==> src/rtl/serial_sub_pkg.sv <==
// Shared types for the bit-serial subtractor.
package serial_sub_pkg;

  typedef enum logic [1:0] {
    IDLE = 2'd0,
    RUN  = 2'd1,
    DONE = 2'd2
  } state_e;

endpackage

==> src/rtl/full_sub.sv <==
// One-bit combinational full subtractor: d = a - b - br, bo = borrow out.
module full_sub (
  input  logic a,
  input  logic b,
  input  logic br,
  output logic d,
  output logic bo
);

  assign d  = a ^ b ^ br;
  assign bo = (~a & b) | (~(a ^ b) & br);

endmodule

==> src/rtl/serial_sub.sv <==
// Bit-serial subtractor: diff = a - b - bin, one bit per clock, LSB first,
// with a start/busy/done handshake around a single full_sub cell.
module serial_sub
  import serial_sub_pkg::*;
#(
  parameter int N = 8
) (
  input  logic         clk,
  input  logic         rst_n,
  input  logic         start,
  input  logic [N-1:0] a,
  input  logic [N-1:0] b,
  input  logic         bin,
  output logic         busy,
  output logic         done,
  output logic [N-1:0] diff,
  output logic         bout,
  output logic         ovf
);

  localparam int CntW = (N > 1) ? $clog2(N) : 1;

  state_e            state_q, state_d;
  logic [N-1:0]      opA_q, opB_q, resultSh_q, diff_q;
  logic              br_q, bout_q, ovf_q;
  logic [CntW-1:0]   cnt_q;
  logic              bitD, bitBo;
  logic              accept, lastBit;

  full_sub u_cell (
    .a  (opA_q[0]),
    .b  (opB_q[0]),
    .br (br_q),
    .d  (bitD),
    .bo (bitBo)
  );

  assign accept  = start && (state_q == IDLE || state_q == DONE);
  assign lastBit = (state_q == RUN) && (cnt_q == CntW'(N - 1));

  always_ff @(posedge clk or negedge rst_n) begin
    if (!rst_n) state_q <= IDLE;
    else        state_q <= state_d;
  end

  always_comb begin
    state_d = state_q;
    case (state_q)
      IDLE:    if (start) state_d = RUN;
      RUN:     if (lastBit) state_d = DONE;
      DONE:    state_d = start ? RUN : IDLE;
      default: state_d = IDLE;
    endcase
  end

  // The result builds in its own shift register so that diff only moves on the final bit.
  always_ff @(posedge clk or negedge rst_n) begin
    if (!rst_n) begin
      opA_q      <= '0;
      opB_q      <= '0;
      resultSh_q <= '0;
      diff_q     <= '0;
      br_q       <= 1'b0;
      bout_q     <= 1'b0;
      ovf_q      <= 1'b0;
      cnt_q      <= '0;
    end else if (accept) begin
      opA_q <= a;
      opB_q <= b;
      br_q  <= bin;
      cnt_q <= '0;
    end else if (state_q == RUN) begin
      opA_q      <= {1'b0, opA_q[N-1:1]};
      opB_q      <= {1'b0, opB_q[N-1:1]};
      resultSh_q <= {bitD, resultSh_q[N-1:1]};
      br_q       <= bitBo;
      cnt_q      <= cnt_q + CntW'(1);
      if (lastBit) begin
        diff_q <= {bitD, resultSh_q[N-1:1]};
        bout_q <= bitBo;
        ovf_q  <= br_q ^ bitBo;
      end
    end
  end

  assign busy = (state_q == RUN);
  assign done = (state_q == DONE);
  assign diff = diff_q;
  assign bout = bout_q;
  assign ovf  = ovf_q;

endmodule

==> config.mk <==
export PLATFORM = sky130hd
export DESIGN_NAME = serial_sub
export DESIGN_NICKNAME = d
export VERILOG_FILES = /design/src/rtl/serial_sub_pkg.sv /design/src/rtl/full_sub.sv /design/src/rtl/serial_sub.sv
export SDC_FILE = /design/constraint.sdc
export NUM_CORES = 1
export LEC_CHECK = 0
export CAP_MARGIN = 20
export CORE_ASPECT_RATIO = 1.1
export CORE_MARGIN = 5
export CORE_UTILIZATION = 52
export DETAILED_ROUTE_END_ITERATION = 12
export GPL_TIMING_DRIVEN = 1
export HOLD_SLACK_MARGIN = 0.1
export PLACE_DENSITY = 0.79
export SLEW_MARGIN = 20
export SYNTH_ARGS = -nofsm -noshare
export SYNTH_HDL_FRONTEND = slang
export SYNTH_SLANG_ARGS = --single-unit
==> constraint.sdc <==
create_clock -name clk -period 1.6 [get_ports clk]
set_input_delay 0.32 -clock clk [delete_from_list [all_inputs] [get_ports clk]]
set_output_delay 0.32 -clock clk [all_outputs]
set_load 0.02 [all_outputs]
==> results of run 1 <==
## through the flow
step	std cells	hold slack, ps	total power [W]
floorplan	156	24.4	0.00308
global placement	230	288	0.00357
detailed placement	230	306	0.00371
CTS	239	447	0.00434
global route	239	468	0.00460
finish	239	448	0.00426
## power by group through the flow
stage                     Combinational (W)  Sequential, W  Clock (W)
after floorplan                     0.00118        0.00190          0
after global placement              0.00180        0.00177          0
after detailed placement            0.00190        0.00181          0
after CTS                           0.00185        0.00178   0.000714
after global routing                0.00200        0.00184   0.000756
final                               0.00180        0.00178   0.000689
## logic make-up (layout without fill, tap and decap cells)
logic type | after synthesis | count (layout) | share of synthesized area (%)
AOI/OAI and AO/OA | 39 | 39 | 12.8
DFF | 39 | 39 | 52.0
muxes | 33 | 33 | 18.7
and+or+nand+nor | 26 | 26 | 8.67
buffers and inverters | 15 | 50 | 4.87
adders and majority gates | 3 | 3 | 2.40
xor gates and xnor gates | 1 | 1 | 0.467
## layer usage
metal / wire (um) / global-route usage [%]
met1: 1430 / 19.9
met2: 1780 / 27.0
met3: 212 / 5.86
met4: 53 / 6.08
met5: 0 / 0
## layout make-up
class | count | area [um2]
sequential | 39 | 976
fill | 290 | 1120
clock inverter | 2 | 35.0
timing repair buffer | 38 | 350
tap | 48 | 60.1
clock buffer | 6 | 51.3
inverter | 4 | 15.0
multi-input combinational | 102 | 808
## worst paths after layout
path | slack (ps) | endpoint | cells past startpoint | start
min in group clk | 490 | diff[6]$_DFFE_PN0P_ | 1 | diff[6]$_DFFE_PN0P_
worst min-delay path | 450 | cnt_q[1]$_DFFE_PN0P_ | 2 | rst_n
worst max-delay path | 100 | diff[1]$_DFFE_PN0P_ | 4 | cnt_q[0]$_DFFE_PN0P_
max in group asynchronous | 620 | opB_q[4]$_DFFE_PN0P_ | 3 | rst_n
worst max register to register | 100 | diff[1]$_DFFE_PN0P_ | 4 | cnt_q[0]$_DFFE_PN0P_
worst min register to register | 490 | diff[6]$_DFFE_PN0P_ | 1 | diff[6]$_DFFE_PN0P_
## registers in the layout, indices dropped and copies added, names as in the netlist
register    count
ovf             1
resultSh_q      7
state_q         2
diff            8
opA_q           8
bout            1
cnt_q           3
opB_q           8
br_q            1
## timing repair
action	4_1_cts	5_1_grt
gates resized for setup	16	2
hold buffers	1	0
setup endpoints to repair	12	2
hold endpoints to repair	20	0
## synthesized netlist by cell type (all sizes together)
| cell | number | area share (%) |
|---|---|---|
| xor2 | 1 | 0.47 |
| clkbuf | 1 | 0.20 |
| fa | 1 | 1.1 |
| buf | 10 | 3.9 |
| dfrtp | 39 | 52 |
| nor2b | 16 | 5.3 |
| nand2 | 2 | 0.40 |
| nand2b | 2 | 0.67 |
| mux2i | 16 | 8.5 |
| mux2 | 17 | 10 |
| a22o | 2 | 0.93 |
| nor2 | 2 | 0.40 |
| nand3b | 1 | 1.1 |
| ha | 2 | 1.3 |
| a21oi | 16 | 4.3 |
| o21ai | 6 | 1.6 |
| nand3 | 3 | 0.80 |
| a211oi | 15 | 6.0 |
| inv | 4 | 0.80 |
==> results.py, run 1 <==
metrics = {
    "status": {
        "status": "completed",
    },
    "cells_and_area": {
        "design_area_um2": 2300,
        "drive_gt1_share_pct": 15.7,
        "final_core_util_pct": 67.3,
        "nets": 213,
        "final_cell_mix": "dfrtp_1 (39), clkdlybuf4s50_1 (18), nor2b_1 (16), mux2i_1 (16), a21oi_1 (16)",
        "diodes": 0,
        "layout_commonest_cell": "dfrtp_1",
        "area_delta_synth_final_pct": 22.4,
    },
    "global_route": {
        "grt_pass1_vias": 1316,
        "grt-ovfl-total": 0,
        "grt_max_degree": 40,
        "track_usage_pct": 16.5,
        "antenna_found_initial": 0,
        "grt_pass1_wl_um": 6000,
    },
    "pwr": {
        "power.switching_w": 0.00153,
        "pwr-share-clk_pct": 16.1,
        "swShare_pct": 35.8,
        "power_frac_seq_pct": 41.7,
        "peakVddDrop_mv": 0.747,
        "p_comb_share_pct": 42.1,
        "power_density_nw_per_um2": 1860,
        "leakagePower_nw": 0.976,
        "internal_power_w": 0.00274,
    },
    "cts": {
        "numClockSinks": 39,
        "cts_buffers": 5,
        "cts_max_level": 2,
        "cts_tree": "done",
        "clock_latency_ps": 350,
        "cts_setup_buffers": 0,
        "clkTransAtPathRegs_ps": 120,
        "cts_root_buf": "clkbuf_4",
        "cts_buffer_depth": 2,
    },
    "place": {
        "place_congestion": 0.793,
        "place_area_um2": 2220,
        "hpwl_um": 2400,
        "port_buffers": 31,
        "place_ws_ps": 44.0,
    },
    "sta": {
        "final-hold-violation-count": 0,
        "worstMarginPinSlew_ps": 473,
        "drv_slew": 0,
        "setup_viol": 0,
        "min_period_over_period_pct": 93.6,
        "setup_slack_ps": 103,
        "period_minus_slack_ps": 1500,
        "fin_tns_setup_ps": 0,
        "max_freq_mhz": 668,
        "rsz0062_at_grt": "false",
        "clock_skew_ps": 6.90,
        "relSlewSlack_pct": 68.5,
    },
    "floorplan": {
        "rows": 22,
        "die_area_um2": 4910,
        "die_w_um": 67.3,
        "initial_utilization_pct": 54.9,
        "core_um2": 3410,
        "ioPinCount": 32,
        "fp.dieH_um": 73.0,
    },
    "routing": {
        "ant_nets": 0,
        "vias": 1267,
        "drtIter0Drc": 24,
        "routed_wl_um": 3480,
        "wl_per_cell_um": 14.5,
        "drt_first_pass_iters": 4,
        "via_per_inst": 5.30,
        "drc_errors": 0,
    },
    "logic_synthesis": {
        "synth-seq-cells": 39,
        "syn_area_um2": 1880,
        "synth_warnings": 0,
        "netlist_instances": 156,
        "synth_seq_area_share_pct": 52.0,
        "avgSynthCellArea_um2": 12.0,
        "yosysUniqueCellTypes": 22,
        "syn-num-nets": 179,
    },
    "min_path": {
        "hold_class": "input pin to async pin",
    },
    "run": {
        "drv_cap": 0,
    },
    "worst_setup_path": {
        "start_kind": "flop",
        "critical-path-slowest-cell": "dfrtp_1",
        "cpMostUsedCell": "ha_1",
        "crit_fanout": 13,
        "arrival_ps": 1740,
        "end_kind": "flop",
        "max_stage_delay_ps": 420,
        "cp_cell_sequence": "ha_1, ha_1, nand3b_4, mux2_2",
        "cp.buffers_inverters": 0,
        "crit_type": "flop to flop",
        "cp.required_ps": 1840,
        "cp_top_family": "adder cells",
    },
}
(Power assumes the default switching activity.)
==> run 2, diff against run 1 <==
- TNS_END_PERCENT: default -> 30
==> results of run 2 <==
Final layout, timing and power as in run 1 (identical DEF).
